File: src/rtl/regfile_scoreboard.sv
// regfile_scoreboard: parametrised register file with a per-register
// pending-write scoreboard for the decode stage.
//   - two combinational read ports, one writeback port
//   - issue_ready gates decode on source (RAW) and destination (counter
//     saturation) hazards
//   - optional feature macro: REGFILE_BYPASS_EN
//       defined   : writeback data forwarded to read ports, and a count-1
//                   source retiring this cycle does not block
//       undefined : no forwarding, sources must have a zero count
module regfile_scoreboard #(
    parameter int DATA_W = 32,
    parameter int NREGS  = 32,
    parameter int IDX_W  = $clog2(NREGS),
    parameter int CNT_W  = 2
) (
    input  logic              sys_clk,
    input  logic              rst,
    input  logic [IDX_W-1:0]  rd_a_id,
    input  logic [IDX_W-1:0]  rd_b_id,
    output logic [DATA_W-1:0] rd_a_data,
    output logic [DATA_W-1:0] rd_b_data,
    input  logic              issue_valid,
    input  logic [IDX_W-1:0]  issue_rs_id,
    input  logic [IDX_W-1:0]  issue_rt_id,
    input  logic              issue_use_rs,
    input  logic              issue_use_rt,
    input  logic              issue_wr,
    input  logic [IDX_W-1:0]  issue_dst_id,
    output logic              issue_ready,
    input  logic              wb_valid,
    input  logic [IDX_W-1:0]  wb_id,
    input  logic [DATA_W-1:0] wb_data,
    input  logic              flush,
    output logic              busy,
    output logic              wb_orphan
);

    localparam logic [CNT_W-1:0] CNT_MAX = {CNT_W{1'b1}};
    localparam logic [CNT_W-1:0] CNT_ONE = CNT_W'(1);

`ifdef REGFILE_BYPASS_EN
    localparam bit BYPASS = 1'b1;
`else
    localparam bit BYPASS = 1'b0;
`endif

    // Architectural state.
    logic [DATA_W-1:0] regs_q [NREGS];
    logic [CNT_W-1:0]  pend_q [NREGS];
    logic [CNT_W-1:0]  pend_d [NREGS];
    logic              busy_q, busy_d;
    logic              orphan_q, orphan_d;

    // Hazard evaluation signals.
    logic [CNT_W-1:0]  rs_cnt, rt_cnt, dst_cnt, wb_cnt;
    logic              rs_block, rt_block, dst_block;
    logic              fire;
    logic [NREGS-1:0]  inc_vec, dec_vec;

    assign rs_cnt  = pend_q[issue_rs_id];
    assign rt_cnt  = pend_q[issue_rt_id];
    assign dst_cnt = pend_q[issue_dst_id];
    assign wb_cnt  = pend_q[wb_id];

    // Read ports: index 0 is hardwired zero; optional same-cycle forwarding.
    always_comb begin
        // NOTE: every output of a combinational block gets a default first,
        // so no path through the block can leave it unassigned and infer a latch.
        rd_a_data = regs_q[rd_a_id];
        rd_b_data = regs_q[rd_b_id];
        if (BYPASS && wb_valid && wb_id == rd_a_id) rd_a_data = wb_data;
        if (BYPASS && wb_valid && wb_id == rd_b_id) rd_b_data = wb_data;
        if (rd_a_id == '0) rd_a_data = '0;
        if (rd_b_id == '0) rd_b_data = '0;
    end

    // Issue hazards: pending-write sources and saturated destination counters.
    always_comb begin
        rs_block = issue_use_rs && (issue_rs_id != '0) && (rs_cnt != '0);
        rt_block = issue_use_rt && (issue_rt_id != '0) && (rt_cnt != '0);
        // A single outstanding write retiring right now is forwarded instead.
        if (BYPASS && rs_cnt == CNT_ONE && wb_valid && wb_id == issue_rs_id) rs_block = 1'b0;
        if (BYPASS && rt_cnt == CNT_ONE && wb_valid && wb_id == issue_rt_id) rt_block = 1'b0;
        dst_block   = issue_wr && (issue_dst_id != '0) && (dst_cnt == CNT_MAX);
        issue_ready = !flush && !(rs_block || rt_block || dst_block);
        fire        = issue_valid && issue_ready;
    end

    // Pending counter next state: +1 on claimed issue, -1 on retire, flush clears.
    always_comb begin
        busy_d = 1'b0;
        for (int r = 0; r < NREGS; r++) begin
            inc_vec[r] = fire && issue_wr && (issue_dst_id == IDX_W'(r));
            dec_vec[r] = wb_valid && (wb_id == IDX_W'(r)) && (pend_q[r] != '0);
            pend_d[r]  = pend_q[r];
            if (flush) begin
                pend_d[r] = '0;
            end else if (inc_vec[r] && !dec_vec[r]) begin
                pend_d[r] = pend_q[r] + CNT_ONE;
            end else if (dec_vec[r] && !inc_vec[r]) begin
                pend_d[r] = pend_q[r] - CNT_ONE;
            end
        end
        // Register 0 is never tracked.
        pend_d[0] = '0;
        for (int r = 0; r < NREGS; r++) begin
            busy_d |= (pend_d[r] != '0);
        end
    end

    // Sticky orphan flag: retire of a register with nothing outstanding.
    always_comb begin
        orphan_d = orphan_q;
        if (wb_valid && (wb_id != '0) && (wb_cnt == '0) && !flush) orphan_d = 1'b1;
    end

    // Data storage: writeback always lands, regardless of the counter value.
    always_ff @(posedge sys_clk or posedge rst) begin
        if (rst) begin
            // NOTE: this array is reset on purpose -- reads after reset must
            // return zero, so the storage cannot be left as an unreset RAM.
            for (int r = 0; r < NREGS; r++) regs_q[r] <= '0;
        end else if (wb_valid && (wb_id != '0)) begin
            // NOTE: sequential state uses non-blocking assignments so every
            // flop samples pre-edge values, independent of block ordering.
            regs_q[wb_id] <= wb_data;
        end
    end

    // Scoreboard counters and status flags.
    always_ff @(posedge sys_clk or posedge rst) begin
        if (rst) begin
            for (int r = 0; r < NREGS; r++) pend_q[r] <= '0;
            busy_q   <= 1'b0;
            orphan_q <= 1'b0;
        end else begin
            for (int r = 0; r < NREGS; r++) pend_q[r] <= pend_d[r];
            busy_q   <= busy_d;
            orphan_q <= orphan_d;
        end
    end

    assign busy      = busy_q;
    assign wb_orphan = orphan_q;

endmodule

File: config.mk
export PLATFORM = sky130hd
export DESIGN_NAME = regfile_scoreboard
export DESIGN_NICKNAME = d
export VERILOG_FILES = /design/src/rtl/regfile_scoreboard.sv
export SDC_FILE = /design/constraint.sdc
export NUM_CORES = 2
export LEC_CHECK = 0
export BUFFER_PORTS_ARGS = -buffer_cell sky130_fd_sc_hd__buf_2
export CAP_MARGIN = 10
export CORE_UTILIZATION = 58
export DETAILED_ROUTE_END_ITERATION = 8
export GPL_TIMING_DRIVEN = 1
export PLACE_DENSITY = 0.82
export SLEW_MARGIN = 10
export SYNTH_ARGS = -nofsm -noshare
export SYNTH_HDL_FRONTEND = slang
export SYNTH_SLANG_ARGS = --single-unit
File: constraint.sdc
create_clock -name sys_clk -period 36.4 [get_ports sys_clk]
set_clock_uncertainty 0.2 [all_clocks]
set_input_delay 3.64 -clock sys_clk [delete_from_list [all_inputs] [get_ports sys_clk]]
set_output_delay 3.64 -clock sys_clk [all_outputs]
set_load 0.02 [all_outputs]
# == After elaboration in Yosys (flattened, before gate mapping) ==
# Index checks and enable logic that the tools add are counted.
# classes
add_sub_neg,62
multipliers,0
n_div,0
order_cmp,7
eq_ne,63
n_shift,0
muxes,116
bitwise_logic,36
reduce_logical,305
# op_table
op,n
bitwise mux 1024 bit,1
binary-select mux 32 bit (select 5 bit),2
two-way mux 32 bit,7
two-way mux 2 bit,101
logical AND 1 bit,168
demux 32 bit (select 5 bit),1
== test 5 bit (second input constant),32
nonzero test 2 bit,64
== test 5 x 4 -> 1 bit (second input constant),16
logical NOT 1 bit,64
adder 2 x 1 -> 2 bit (second input constant),31
subtractor 2 x 1 -> 2 bit (second input constant),31
binary-select mux 2 bit (select 5 bit),4
== test 5 x 3 -> 1 bit (second input constant),8
>= comparator 6 bit (second input constant),6
NOT 5 -> 6 bit,6
OR 1 bit,30
== test 5 x 2 -> 1 bit (second input constant),4
nonzero test 5 bit,4
== test 5 x 1 -> 1 bit (second input constant),2
logical NOT 5 bit,2
less-than comparator 6 x 1 -> 1 bit (second input constant),1
== test 2 bit (second input constant),1
logical NOT 2 bit,1
logical OR 1 bit,2
# totals
ff_bits,1088
latchBits,0
ram_bits,0
rom_bits,0
n_memories,0

# == Logic depth before layout (Yosys ltp) ==
# depth
ltp_word,49
depth_mapped,15

# == Least setup slack after synthesis ==
# Ideal clock, no wire load.
# synth_path
kind,in2out
from,input rd_a_id[0]
to,output rd_a_data[10]
arrival_ns,6.145
slack_ns,26.415
stages,7
n_path_buf,3
cell_sequence,clkbuf_1 -> clkbuf_1 -> buf_1 -> mux4_2 -> mux4_2 -> mux2i_1 -> nor2_1
# synth_between
elab_chain_len,5
word_cells_on_any_way,6
# synth_lines
element,line,rtl
from (decl),18,"input logic [IDX_W-1:0] rd_a_id,"
NOT 5 -> 6 bit (implied by the code),69,rd_a_data = regs_q[rd_a_id];
binary-select mux 32 bit (select 5 bit),69,
two-way mux 32 bit (implied by the code) (2 in a row),69,
two-way mux 32 bit (*),73,if (rd_a_id == '0) rd_a_data = '0;
to (decl),20,"output logic [DATA_W-1:0] rd_a_data,"
# Mark *: on every way between the ends. The rest lies on a longest branch, timed or not. The select of a mux whose other input is x is not followed.

# == Final worst setup path ==
# layout_path
from,input rd_a_id[0]
to,output rd_a_data[18]
# Same word-level chain as after synthesis.

==> flow_metrics.tcl <==
set metrics [dict create \
    grt_use_met3_pct 7.507 \
    die_w_um 325.5 \
    clockRootBuffer "clkbuf_16" \
    drt-total-wl_um 166400 \
    port_buffers 136 \
    power.total_mw 3.548 \
    cts_max_path_buffers 3 \
    dp_cells 5192 \
    fmax_mhz 84.93 \
    drive_gt1_share_pct 52.18 \
    cts_tree "built" \
    nFillCells 7132 \
    path_class "primary input to output port" \
    synth-edff-count 0 \
    seq_area_frac_synth_pct 44.87 \
    drt_pre_antenna_iters 6 \
    finalWeightedCongestion 0.9887 \
    synthCells 4046 \
    cts_hold_buf 0 \
    required_ps 32560 \
    regArea_um2 27230 \
    startpoint_type "primary input" \
    synth.ff_latch_count 1088 \
    rsz0062_at_grt "no" \
    synthFlopType "dfrtp_1" \
    grt_pass1_wl_um 255100 \
    yosys_warnings 0 \
    async_flop_share_pct 100.0 \
    cts_sinks 1088 \
    clock_latency_ps 700 \
    die_area_um2 105900 \
    fin_tns_setup_ps 0 \
    vdd_drop_max_mv 0.04167 \
    period_minus_slack_ps 11770 \
    worstPathMaxFanout 58 \
    period_share_pct 32.35 \
    end_kind "output port" \
    layout.cells.most_common_list "1088 x dfrtp_1, 1009 x mux2_2, 661 x mux4_2, 184 x nor2_1, 126 x buf_2" \
    cts_buffers 112 \
    power.leakage_nw 28.26 \
    grt_pass1_vias 40230 \
    wl_per_cell_um 30.79 \
    via_count 38440 \
    die_h_um 325.5 \
    ios 137 \
    netlist_area_um2 60680 \
    grt_overflow 0 \
    avgSynthCellArea_um2 15.00 \
    grtUsageMet1_pct 43.95 \
    fin_nets 4027 \
    antenna_found_initial 8 \
    ant_nets 0 \
    relSlewSlack_pct 25.50 \
    syn2layout_area_growth_pct 9.040 \
    viasPerCell 7.114 \
    crit_arrival_ps 7930 \
    cts_setup_buffers 0 \
    drt_iter0_drc 4206 \
    coreArea_um2 103600 \
    synth_top_cell_area_share_pct 44.87 \
    syn_nets 4147 \
    dpl.hpwl_um 89790 \
    whs_ps 194.1 \
    grt_start_max_net_pins 187 \
    hold_viol 0 \
    synthDistinctLibCells 79 \
    grt_busiest_layer "met2" \
    yosys-top-cells-area "dfrtp_1 45%, mux4_2 25%, mux2_2 19%" \
    final_common_cell "dfrtp_1" \
    hp-class "flip-flop to flip-flop" \
    worst_slew_pin_slew_ps 1117 \
    ctsResizeCount 0 \
    drv_cap 0 \
    synth_top_cell_by_area "dfrtp_1" \
    grt_use_met2_pct 49.41 \
    power_density_nw_per_um2 53.62 \
    drc 0 \
    run_status "finished clean" \
    finalSetupViolations 0 \
    multi_input_area_um2 31760 \
    num_rows 118 \
    initial_utilization_pct 58.55 \
    grt_use_total_pct 32.00 \
    cts.htree.levels 3 \
    instances_no_fill 5403 \
    maxSlewViolCount 0 \
    clkTransAtPathRegs_ps 60 \
]
## path summary, 6_finish.rpt
| kind | slack, ps | start | end | depth (start not counted) |
|---|---|---|---|---|
| worst max-delay path | 24630 | rd_a_id[0] | rd_a_data[18] | 8 |
| worst min-delay path | 190 | regs_q[994]$_DFFE_PP0P_ | regs_q[994]$_DFFE_PP0P_ | 0 |
| worst max register to register | 31410 | pend_q[6]$_DFF_PP0_ | busy$_DFF_PP0_ | 11 |
| worst min register to register | 190 | regs_q[994]$_DFFE_PP0P_ | regs_q[994]$_DFFE_PP0P_ | 0 |
| max in group asynchronous | 28910 | rst | regs_q[750]$_DFFE_PP0P_ | 6 |
| min in group asynchronous | 2920 | rst | regs_q[708]$_DFFE_PP0P_ | 2 |
## metal layers
| layer | wire length, µm | share of wire [%] |
|---|---|---|
| met1 | 63520 | 38 |
| met2 | 78830 | 47 |
| met3 | 16500 | 9.9 |
| met4 | 7519 | 4.5 |
| met5 | 0 | 0 |
## logic make-up (layout without fill, tap and decap cells)
group / count (synthesis) / in the layout / synth area share (%)
AOI/OAI and AO/OA: 125 / 125 / 1.464
xor gates and xnor gates: 61 / 61 / 0.8928
adders and majority gates: 32 / 32 / 0.6557
buffers and inverters: 498 / 467 / 3.138
DFF: 1088 / 1088 / 44.87
muxes: 1778 / 1778 / 45.18
other: 0 / 8 / 0
and+or+nand+nor: 464 / 464 / 3.806
## where the power goes
group / leakage [nW] / switching, mW / internal, mW / total [mW]
clock network: 1.95 / 0.497 / 0.735 / 1.23
registers: 14.0 / 0.163 / 1.43 / 1.59
logic: 12.3 / 0.286 / 0.440 / 0.726
total: 28.3 / 0.946 / 2.60 / 3.55
## worst max-delay path, stage by stage
cell     delay [ps]
buf_8           480
buf_4           870
buf_4           920
mux4_2          600
mux4_2          480
mux2i_1         450
nor2_1          110
buf_2           200
## final cells by class
class | instances | area share [%]
Clock inverter | 42 | 0.9833
Sequential cell | 1088 | 41.15
Antenna cell | 8 | 0.03026
Tap cell | 1380 | 2.610
Multi-Input combinational cell | 2460 | 48.00
Timing Repair Buffer | 189 | 1.800
Clock buffer | 161 | 4.990
Inverter | 75 | 0.4368
## registers in the layout, summed over array words and instances, names as in the netlist
register   cells
busy           1
pend_q        62
regs_q      1024
wb_orphan      1
## synth_stat cells, drive strengths merged, types with 3 or more instances
library cell / instances
nand4bb: 3
a21oi: 22
o211a: 3
clkbuf: 308
nand4: 20
o2111ai: 3
dfrtp: 1088
or4: 4
nor3b: 6
ha: 31
and3: 7
o211ai: 3
nor4bb: 3
and2: 12
buf: 115
xnor2: 59
and4: 4
or3: 9
o311ai: 3
o22ai: 6
mux4: 666
nand2: 74
mux2i: 102
nand3b: 3
a31oi: 3
a41oi: 3
o21ai: 31
nand3: 27
mux2: 1010
a21o: 6
nand2b: 10
a211oi: 8
nor3: 43
a22oi: 7
nor2b: 11
a2111oi: 5
or2: 5
o31ai: 5
nor2: 196
nand4b: 5
inv: 74
nor4: 20
## metrics by stage
step	setup slack, ps	area (µm²)	util [%]
3_3_place_gp	24560	62190	60.01
2_1_floorplan	1929	60680	-
5_1_grt	24330	66160	63.83
6_report	24630	66170	63.84
3_5_place_dp	24520	62190	60.01
4_1_cts	24510	66150	63.82
No activity file was read; power rests on OpenSTA's default activity.
